===== config.mk =====
export PLATFORM = sky130hd
export DESIGN_NAME = fpu_add
export DESIGN_NICKNAME = d
export VERILOG_FILES = /design/src/rtl/fpu_add.sv
export SDC_FILE = /design/constraint.sdc
export NUM_CORES = 1
export LEC_CHECK = 0
export ABC_CLOCK_PERIOD_IN_PS = 6100
export CORE_MARGIN = 3
export CORE_UTILIZATION = 46
export CTS_CLUSTER_DIAMETER = 30
export DETAILED_ROUTE_END_ITERATION = 8
export HOLD_SLACK_MARGIN = 0.12
export PLACE_DENSITY = 0.73
export SLEW_MARGIN = 20
export SYNTH_ARGS = -nofsm -noshare
export SYNTH_HDL_FRONTEND = slang
export SYNTH_SLANG_ARGS = --single-unit

===== constraint.sdc =====
create_clock -name clock_100Khz -period 6.1 [get_ports clock_100Khz]
set_clock_uncertainty 0.15 [all_clocks]
set_input_delay 0.915 -clock clock_100Khz [delete_from_list [all_inputs] [get_ports clock_100Khz]]
set_output_delay 0.915 -clock clock_100Khz [all_outputs]
set_load 0.005 [all_outputs]

===== src/rtl/fpu_add.sv =====
// fpu_add: multi-cycle adder for a 32-bit custom float format
// {sign, exp[EXP_W-1:0], frac[FRAC_W-1:0]}, with a hidden leading one
// and no subnormals. A fixed five-state loop runs continuously:
// LOAD -> ALIGN -> ADD -> NORM -> ROUND. Each ROUND publishes a new
// result and status code.
module fpu_add #(
    parameter int EXP_W  = 10,
    parameter int FRAC_W = 21,
    parameter int BIAS   = 511
) (
    input  logic                    clock_100Khz,
    input  logic                    reset,
    input  logic [EXP_W+FRAC_W:0]   Op_A_in,
    input  logic [EXP_W+FRAC_W:0]   Op_B_in,
    output logic [EXP_W+FRAC_W:0]   data_out,
    output logic [3:0]              status_out
);

    localparam int W       = 1 + EXP_W + FRAC_W;   // word width
    localparam int MW      = FRAC_W + 1;           // significand incl. hidden one
    localparam int XW      = MW + 3;               // significand + guard/round/sticky
    localparam int SW      = XW + 1;               // sum with carry-out
    localparam int EXW     = EXP_W + 2;            // signed working exponent
    localparam int LZW     = $clog2(XW + 1);       // leading-zero count width
    localparam int EXP_MAX = 2 * BIAS + 1;         // all-ones exponent code: infinity

    localparam logic signed [EXW-1:0] EXP_MAX_S = EXW'(EXP_MAX);
    localparam logic signed [EXW-1:0] ONE_S     = EXW'(1);

    typedef enum logic [2:0] {
        S_LOAD,
        S_ALIGN,
        S_ADD,
        S_NORM,
        S_ROUND
    } state_t;

    typedef enum logic [3:0] {
        ST_OVERFLOW  = 4'd0,
        ST_UNDERFLOW = 4'd1,
        ST_EXACT     = 4'd2,
        ST_INEXACT   = 4'd3
    } status_t;

    state_t state_q, state_d;

    // Pipeline-stage registers (one stage active per state)
    logic [W-1:0]            opa_q, opb_q;
    logic                    sign_q;
    logic                    eff_sub_q;
    logic                    inf_q;
    logic signed [EXW-1:0]   exp_q;
    logic [XW-1:0]           big_q, small_q;
    logic [SW-1:0]           sum_q;
    logic [XW-1:0]           norm_q;
    logic                    zero_q;
    logic [W-1:0]            data_q;
    status_t                 status_q;

    // ALIGN combinational signals
    logic [EXP_W-1:0]        exp_a, exp_b, big_exp, small_exp, exp_diff;
    logic [FRAC_W-1:0]       frac_a, frac_b;
    logic [MW-1:0]           mant_a, mant_b, big_mant, small_mant;
    logic                    a_big, big_sign, any_inf;
    logic [XW-1:0]           small_ext, shift_mask, shifted, aligned;

    // NORM combinational signals
    logic [LZW-1:0]          lz;
    logic [XW-1:0]           norm_d;
    logic signed [EXW-1:0]   exp_norm;
    logic                    sum_zero;

    // ROUND combinational signals
    logic [MW-1:0]           mant;
    logic                    g_bit, r_bit, s_bit, rnd_up, inexact;
    logic [MW:0]             mant_r;
    logic [FRAC_W-1:0]       frac_rnd;
    logic signed [EXW-1:0]   exp_rnd;
    logic [W-1:0]            res_data;
    status_t                 res_status;

    // FSM state register; reset aborts any computation in flight
    always_ff @(posedge clock_100Khz or negedge reset) begin
        if (!reset) begin
            state_q <= S_LOAD;
        end else begin
            state_q <= state_d;
        end
    end

    // FSM next state: fixed cyclic sequence, one state per clock
    always_comb begin
        state_d = state_q;
        unique case (state_q)
            S_LOAD:  state_d = S_ALIGN;
            S_ALIGN: state_d = S_ADD;
            S_ADD:   state_d = S_NORM;
            S_NORM:  state_d = S_ROUND;
            S_ROUND: state_d = S_LOAD;
            default: state_d = S_LOAD;
        endcase
    end

    // ALIGN: order operands by magnitude and right-shift the smaller one
    always_comb begin
        exp_a      = opa_q[W-2:FRAC_W];
        exp_b      = opb_q[W-2:FRAC_W];
        frac_a     = opa_q[FRAC_W-1:0];
        frac_b     = opb_q[FRAC_W-1:0];
        mant_a     = (exp_a == '0) ? '0 : {1'b1, frac_a};
        mant_b     = (exp_b == '0) ? '0 : {1'b1, frac_b};
        any_inf    = (exp_a == EXP_W'(EXP_MAX)) || (exp_b == EXP_W'(EXP_MAX));
        a_big      = {exp_a, frac_a} >= {exp_b, frac_b};
        big_sign   = a_big ? opa_q[W-1] : opb_q[W-1];
        big_exp    = a_big ? exp_a  : exp_b;
        small_exp  = a_big ? exp_b  : exp_a;
        big_mant   = a_big ? mant_a : mant_b;
        small_mant = a_big ? mant_b : mant_a;
        exp_diff   = big_exp - small_exp;
        small_ext  = {small_mant, 3'b000};
        shift_mask = ~({XW{1'b1}} << exp_diff);
        shifted    = '0;
        // Shifts past the whole extended significand collapse into sticky
        if (exp_diff >= EXP_W'(XW)) begin
            aligned = {{(XW-1){1'b0}}, |small_mant};
        end else begin
            shifted = small_ext >> exp_diff;
            aligned = {shifted[XW-1:1], shifted[0] | (|(small_ext & shift_mask))};
        end
    end

    // NORM: leading-zero count and renormalisation of the raw sum
    always_comb begin
        lz = '0;
        for (int unsigned i = 0; i < XW; i++) begin
            if (sum_q[i]) begin
                lz = LZW'(XW - 1 - i);
            end
        end
        sum_zero = (sum_q == '0);
        if (sum_q[SW-1]) begin
            norm_d   = {sum_q[SW-1:2], sum_q[1] | sum_q[0]};
            exp_norm = exp_q + ONE_S;
        end else begin
            norm_d   = sum_q[XW-1:0] << lz;
            exp_norm = exp_q - $signed({{(EXW-LZW){1'b0}}, lz});
        end
    end

    // ROUND: nearest-even rounding, then range checks in priority order
    always_comb begin
        mant     = norm_q[XW-1:3];
        g_bit    = norm_q[2];
        r_bit    = norm_q[1];
        s_bit    = norm_q[0];
        inexact  = g_bit | r_bit | s_bit;
        rnd_up   = g_bit & (r_bit | s_bit | mant[0]);
        mant_r   = {1'b0, mant} + {{MW{1'b0}}, rnd_up};
        frac_rnd = mant_r[MW] ? mant_r[FRAC_W:1] : mant_r[FRAC_W-1:0];
        exp_rnd  = mant_r[MW] ? exp_q + ONE_S : exp_q;

        res_data   = {sign_q, exp_rnd[EXP_W-1:0], frac_rnd};
        res_status = inexact ? ST_INEXACT : ST_EXACT;
        if (inf_q || (!zero_q && exp_rnd >= EXP_MAX_S)) begin
            res_data   = {sign_q, {EXP_W{1'b1}}, {FRAC_W{1'b0}}};
            res_status = ST_OVERFLOW;
        end else if (zero_q) begin
            res_data   = '0;
            res_status = ST_EXACT;
        end else if (exp_rnd < ONE_S) begin
            res_data   = {sign_q, {EXP_W{1'b0}}, {FRAC_W{1'b0}}};
            res_status = ST_UNDERFLOW;
        end
    end

    // Datapath: each state loads the register set for its stage
    always_ff @(posedge clock_100Khz or negedge reset) begin
        if (!reset) begin
            opa_q     <= '0;
            opb_q     <= '0;
            sign_q    <= 1'b0;
            eff_sub_q <= 1'b0;
            inf_q     <= 1'b0;
            exp_q     <= '0;
            big_q     <= '0;
            small_q   <= '0;
            sum_q     <= '0;
            norm_q    <= '0;
            zero_q    <= 1'b0;
            data_q    <= '0;
            status_q  <= ST_EXACT;
        end else begin
            case (state_q)
                S_LOAD: begin
                    opa_q <= Op_A_in;
                    opb_q <= Op_B_in;
                end
                S_ALIGN: begin
                    sign_q    <= big_sign;
                    eff_sub_q <= opa_q[W-1] ^ opb_q[W-1];
                    inf_q     <= any_inf;
                    exp_q     <= {2'b00, big_exp};
                    big_q     <= {big_mant, 3'b000};
                    small_q   <= aligned;
                end
                S_ADD: begin
                    sum_q <= eff_sub_q ? ({1'b0, big_q} - {1'b0, small_q})
                                       : ({1'b0, big_q} + {1'b0, small_q});
                end
                S_NORM: begin
                    norm_q <= norm_d;
                    exp_q  <= exp_norm;
                    zero_q <= sum_zero;
                end
                S_ROUND: begin
                    data_q   <= res_data;
                    status_q <= res_status;
                end
                default: ;
            endcase
        end
    end

    assign data_out   = data_q;
    assign status_out = status_q;

endmodule


# Word-level counts from Yosys, hierarchy flattened
# Index checks and enable logic that the tools add are counted.
dict set report totals {
  ff_bits 217
}
dict set report op_classes {
  n_addsub 6
  magnitude_cmp 4
  eq_ne 6
  shifts 3
  muxes 47
  bitwise 10
  reduce_logical 11
}
# op count
set op_table {}
lappend op_table {{5-bit two-way mux} 25}
lappend op_table {{22-bit two-way mux} 4}
lappend op_table {{32-bit two-way mux} 2}
lappend op_table {{25-bit two-way mux} 2}
lappend op_table {{31-bit >= comparator} 1}
lappend op_table {{31-bit two-way mux} 1}
lappend op_table {{25-bit by 25-bit adder with 26-bit output} 1}
lappend op_table {{26-bit zero test} 1}
lappend op_table {{26-bit two-way mux} 1}
lappend op_table {{25-bit by 25-bit subtractor with 26-bit output} 1}
lappend op_table {{25-bit bitwise AND} 1}
lappend op_table {{25-bit NOT} 1}
lappend op_table {{25-bit OR reduction} 1}
lappend op_table {{25-bit by 10-bit left shift with 25-bit output (first input constant)} 1}
lappend op_table {{25-bit by 5-bit left shift with 25-bit output} 1}
lappend op_table {{25-bit by 10-bit right shift with 25-bit output} 1}
lappend op_table {{12-bit two-way mux} 2}
lappend op_table {{12-bit one-hot mux with 2 select lines} 1}
lappend op_table {{22-bit by 1-bit adder with 23-bit output} 1}
lappend op_table {{22-bit OR reduction} 1}
lappend op_table {{21-bit two-way mux} 1}
lappend op_table {{10-bit == test (second input constant)} 2}
lappend op_table {{10-bit zero test} 2}
lappend op_table {{10-bit two-way mux} 2}
lappend op_table {{other kinds (20)} 30}

# Depth between registers and ports, before layout
dict set report logic_depth {
  word_depth 28
  depth_mapped 22
  depth_no_buf 22
}

# Worst setup path after synthesis
# No wires, ideal clock.
dict set report synth_path {
  kind {reg2reg}
  start {reg opa_q[23]}
  end {reg small_q[8]}
  setup_time_ps 90
  arrival_time_ps 4419
  t_required_ps 5860
  slack_ps 1441
  path_stages_with_launch 21
  path_buffers 3
  cell_sequence {dfrtp_1 > ha_1 > buf_2 > and4_1 > nand2b_1 > or3_4 > a31o_1 > buf_6 > a211oi_4 > nor2_1 > ha_1 > a41oi_2 > a21boi_0 > o32ai_2 > mux2_1 > a21oi_2 > a2111oi_4 > buf_6 > nand4_4 > or3_1 > o221ai_1}
}
dict set report synth_via {
  elab_chain_len 5
}
# item line
set synth_rtl {}
lappend synth_rtl {{start, declared} 48} ;# logic [W-1:0] opa_q, opb_q;
lappend synth_rtl {{start signal, assigned} 195} ;# opa_q <= Op_A_in;
lappend synth_rtl {{31-bit >= comparator or 10-bit zero test (tied branches)} {113, 110}}
lappend synth_rtl {{10-bit two-way mux (tied with other cells)} 115} ;# big_exp = a_big ? exp_a : exp_b;
lappend synth_rtl {{10-bit subtractor or 22-bit two-way mux (tied branches)} {119, 118}}
lappend synth_rtl {{10-bit by 5-bit >= comparator with 1-bit output or 25-bit by 10-bit right shift with 25-bit output (tied branches)} {124, 127}}
lappend synth_rtl {{25-bit two-way mux (*)} 124} ;# if (exp_diff >= EXP_W'(XW)) begin
lappend synth_rtl {{end signal, assigned} 204} ;# small_q <= aligned;
lappend synth_rtl {{end, declared} 53} ;# logic [XW-1:0] big_q, small_q;
# Every way passes the cells marked *; elsewhere a longest branch is shown, timed or not.
# A chain may end at the register's enable or synchronous reset.

# Worst setup path after layout
dict set report layout_path {
  start {reg opa_q[28]}
  end {reg small_q[24]}
}
# The elaborated chain is that of the path after synthesis.

==> metrics.txt <==
cell taking the most area after synthesis=dfrtp_1; TritonCTS clock tree=done; Final Routed Wirelength=47800 um; WL per Instance=19.1 um; largest net degree at the start of global routing=110; CTS sink cnt=215; count of different cell masters after synthesis=91; initial antenna violation count=0; die height=193 um; PD cells=397 mW/mm2; H-tree level count=2; critical path required time=6.43 ns; Final nets=2169; worst-path fanout max=12; Hold WC Path Type=in -> async; RSZ-0062 raised after global routing=no; cell count after synthesis=1959; core area=0.0340 mm2; Fill cells=3052; cell family with most CP delay=compound AO/OA/AOI/OAI gates; Worst-Margin Slew=0.983 ns; share of the synthesized area in the top cell type=33.3%; via count=15100; worst flop-to-flop path startpoint=opa_q[28]; dpl ws=0.643 ns; Period Utilization, post-route=91.7%; total gr overflow=0; initial core utilization=47.3%; startpoint class of the critical path=flip-flop; Leak=8.30 nW; delay of the slowest cell on the worst path=0.55 ns; Post-synth EDFFs=0; #FFs+latches synth=215; post-CTS sizing=0; Max Freq=179 MHz; Design Power=7.72 mW; Synth-to-Final Area Change=20.6%; Slew Limit Headroom=33.6%; fraction of layout cells with a size suffix above 1=10.3%; final setup margin=0.505 ns; Crit. End Element=flip-flop; most frequent CP cell=ha_1; final hold violation count=0; slowest CP cell=ha_1; Total Die Area=0.0373 mm2; Final HPWL DP=34800 um; Worst Path Buf+Inv=0; Placer Congestion=0.981; Port Buffers=99; DR DRC count=0; cts hold-fix bufs=0; Primary FF master, synth=dfrtp_1; Pre-antenna DRT Iters=6; Post-CTS Setup Bufs=0; VDD IR max=0.286 mV; number of global-route vias before repair=14600; setup TNS=0 ns; CTS Buf Count=56; count leader, synth=dfrtp_1; post-synthesis sequential area ratio=33.4%; Die Wd=193 um; Final Max Tran Viols=0; Cell Rows=67; IO Pins=102; Critical R2R Capture=small_q[24]; Reg2Reg Depth=18; Synth async-reset ratio=100%; Total Routing Usage GR=25.9%; R2R setup slack=0.51 ns; initial detailed-routing violation count=1324; Final Hold Slack=0.256 ns; vias per cell=6.00; setup violators final=0; clock latency on the worst-skew pair=0.58 ns; syn avg cell area=8.22 um2; Synth warnings=0; n_diodes=0; placed cell count=2407; Synth area leaders=dfrtp_1 (33%), ha_1 (6.5%), o21ai_0 (6.0%); Crit Path Class=reg -> reg; clock slew at reported path FFs=0.04 ns; critical path, cell by cell=ha_1 -> nand4_2 -> nand2b_1 -> or3_4 -> a31o_1 -> a211oi_4 -> nor2_1 -> ha_1 -> a41oi_2 -> a21boi_0 -> o32ai_2 -> mux2_1 -> a21oi_2 -> a2111oi_4 -> nand2_2 -> nor3_4 -> nand2_1 -> o31ai_1; Non-Filler Instances=2508; Max Cap Viol=0; status=finished, final reports clean; Max Root-Sink Buffers=3; root buf cell=clkbuf_16; crit path DAT=5.92 ns; antenna-violating nets left=0; most frequent cells after synthesis=dfrtp_1 (214), nand2_1 (210), o21ai_0 (193), nor2_1 (181), a21oi_1 (142); Synth Cell Area=0.0161 mm2; first-pass GRT wire length=78000 um; fin crit period=5.59 ns
## cell usage in the layout, fill, tap and decap left out, types with 17 or more instances in the layout
cell and count:
dfrtp_1 214, nand2_1 210, o21ai_0 193, nor2_1 179, a21oi_1 142, inv_1 114
clkdlybuf4s50_1 98, ha_1 84, mux2i_1 66, clkbuf_16 57, mux2_2 52, nand3_1 41
nor3_1 39, xnor2_1 39, and3_1 31, a221oi_1 31, nand4_1 27, o31ai_1 26
buf_4 26, xor2_1 23, a211oi_1 22, a31oi_1 19, a21o_1 18, nor4_1 17
o211ai_1 17
## registers in the layout, summed over array words and instances, names as in the netlist
signal,flops
small_q,25
norm_q,25
status_out,2
zero_q,1
opa_q,32
big_q,22
inf_q,1
eff_sub_q,1
sum_q,26
state_q,3
data_out,32
exp_q,12
sign_q,1
opb_q,32
## metal layers
| layer | up-vias | wire [um] | track usage, % | part of all wire (%) |
|---|---|---|---|---|
| met5 | - | 0 | 0 | 0 |
| met4 | 0 | 1930 | 11.1 | 4.0 |
| met3 | 138 | 2960 | 4.09 | 6.2 |
| met2 | 598 | 21500 | 40.4 | 45 |
| met1 | 7139 | 21400 | 35.8 | 45 |
| li1 | 7181 | - | - | - |
## worst reg2reg max path: stages, from the launching register on
cell       delay (ns)
dfrtp_1          0.45
ha_1             0.55
nand4_2          0.21
nand2b_1         0.22
or3_4            0.40
a31o_1           0.32
a211oi_4         0.38
nor2_1           0.10
ha_1             0.20
a41oi_2          0.21
a21boi_0         0.15
o32ai_2          0.38
mux2_1           0.24
a21oi_2          0.08
a2111oi_4        0.45
nand2_2          0.30
nor3_4           0.33
nand2_1          0.12
o31ai_1          0.26
## report_power, final
group          internal, mW  switching, mW
registers              1.74          0.397
clock network          2.24          0.874
logic                  1.10           1.37
## stage by stage
step / cell area [um2] / utilization (%)
floorplan: 16100 / -
global placement: 17400 / 51.1
detailed placement: 17400 / 51.1
CTS: 19400 / 57.0
global route: 19400 / 57.0
finish: 19400 / 57.0
## cells by family (layout without fill, tap and decap cells)
| kind of cell | after synthesis | count (layout) | share of synthesized area [%] |
|---|---|---|---|
| buf+inv | 247 | 347 | 6.05 |
| compound gates | 591 | 591 | 23.4 |
| simple gates | 631 | 631 | 18.4 |
| mux | 124 | 124 | 8.44 |
| other cells | 1 | 2 | 0.0233 |
| fa+ha+maj | 86 | 86 | 6.78 |
| flops | 215 | 215 | 33.4 |
| xor+xnor | 64 | 64 | 3.48 |
## how the worst max path moves through the flow
stage / end / startpoint / cells past startpoint / slack [ns]
3_5_place_dp: small_q[24] / opb_q[24] / 19 / 0.64
3_3_place_gp: small_q[1] / opb_q[24] / 19 / 0.78
4_1_cts: small_q[24] / opa_q[28] / 18 / 0.59
6_report: small_q[24] / opa_q[28] / 18 / 0.51
5_1_grt: small_q[24] / opb_q[24] / 19 / 0.18
2_1_floorplan: small_q[8] / opa_q[23] / 20 / 1.44
## layout make-up
type | count | area, um2 | area share [%]
clock buffers | 80 | 1660 | 8.56
well taps | 448 | 561 | 2.89
inverters | 120 | 450 | 2.32
repair buffers | 126 | 1210 | 6.24
flip-flops and latches | 215 | 5380 | 27.7
clock inverters | 21 | 355 | 1.83
multi-input cells | 1498 | 9790 | 50.4
(Power assumes the default switching activity.)
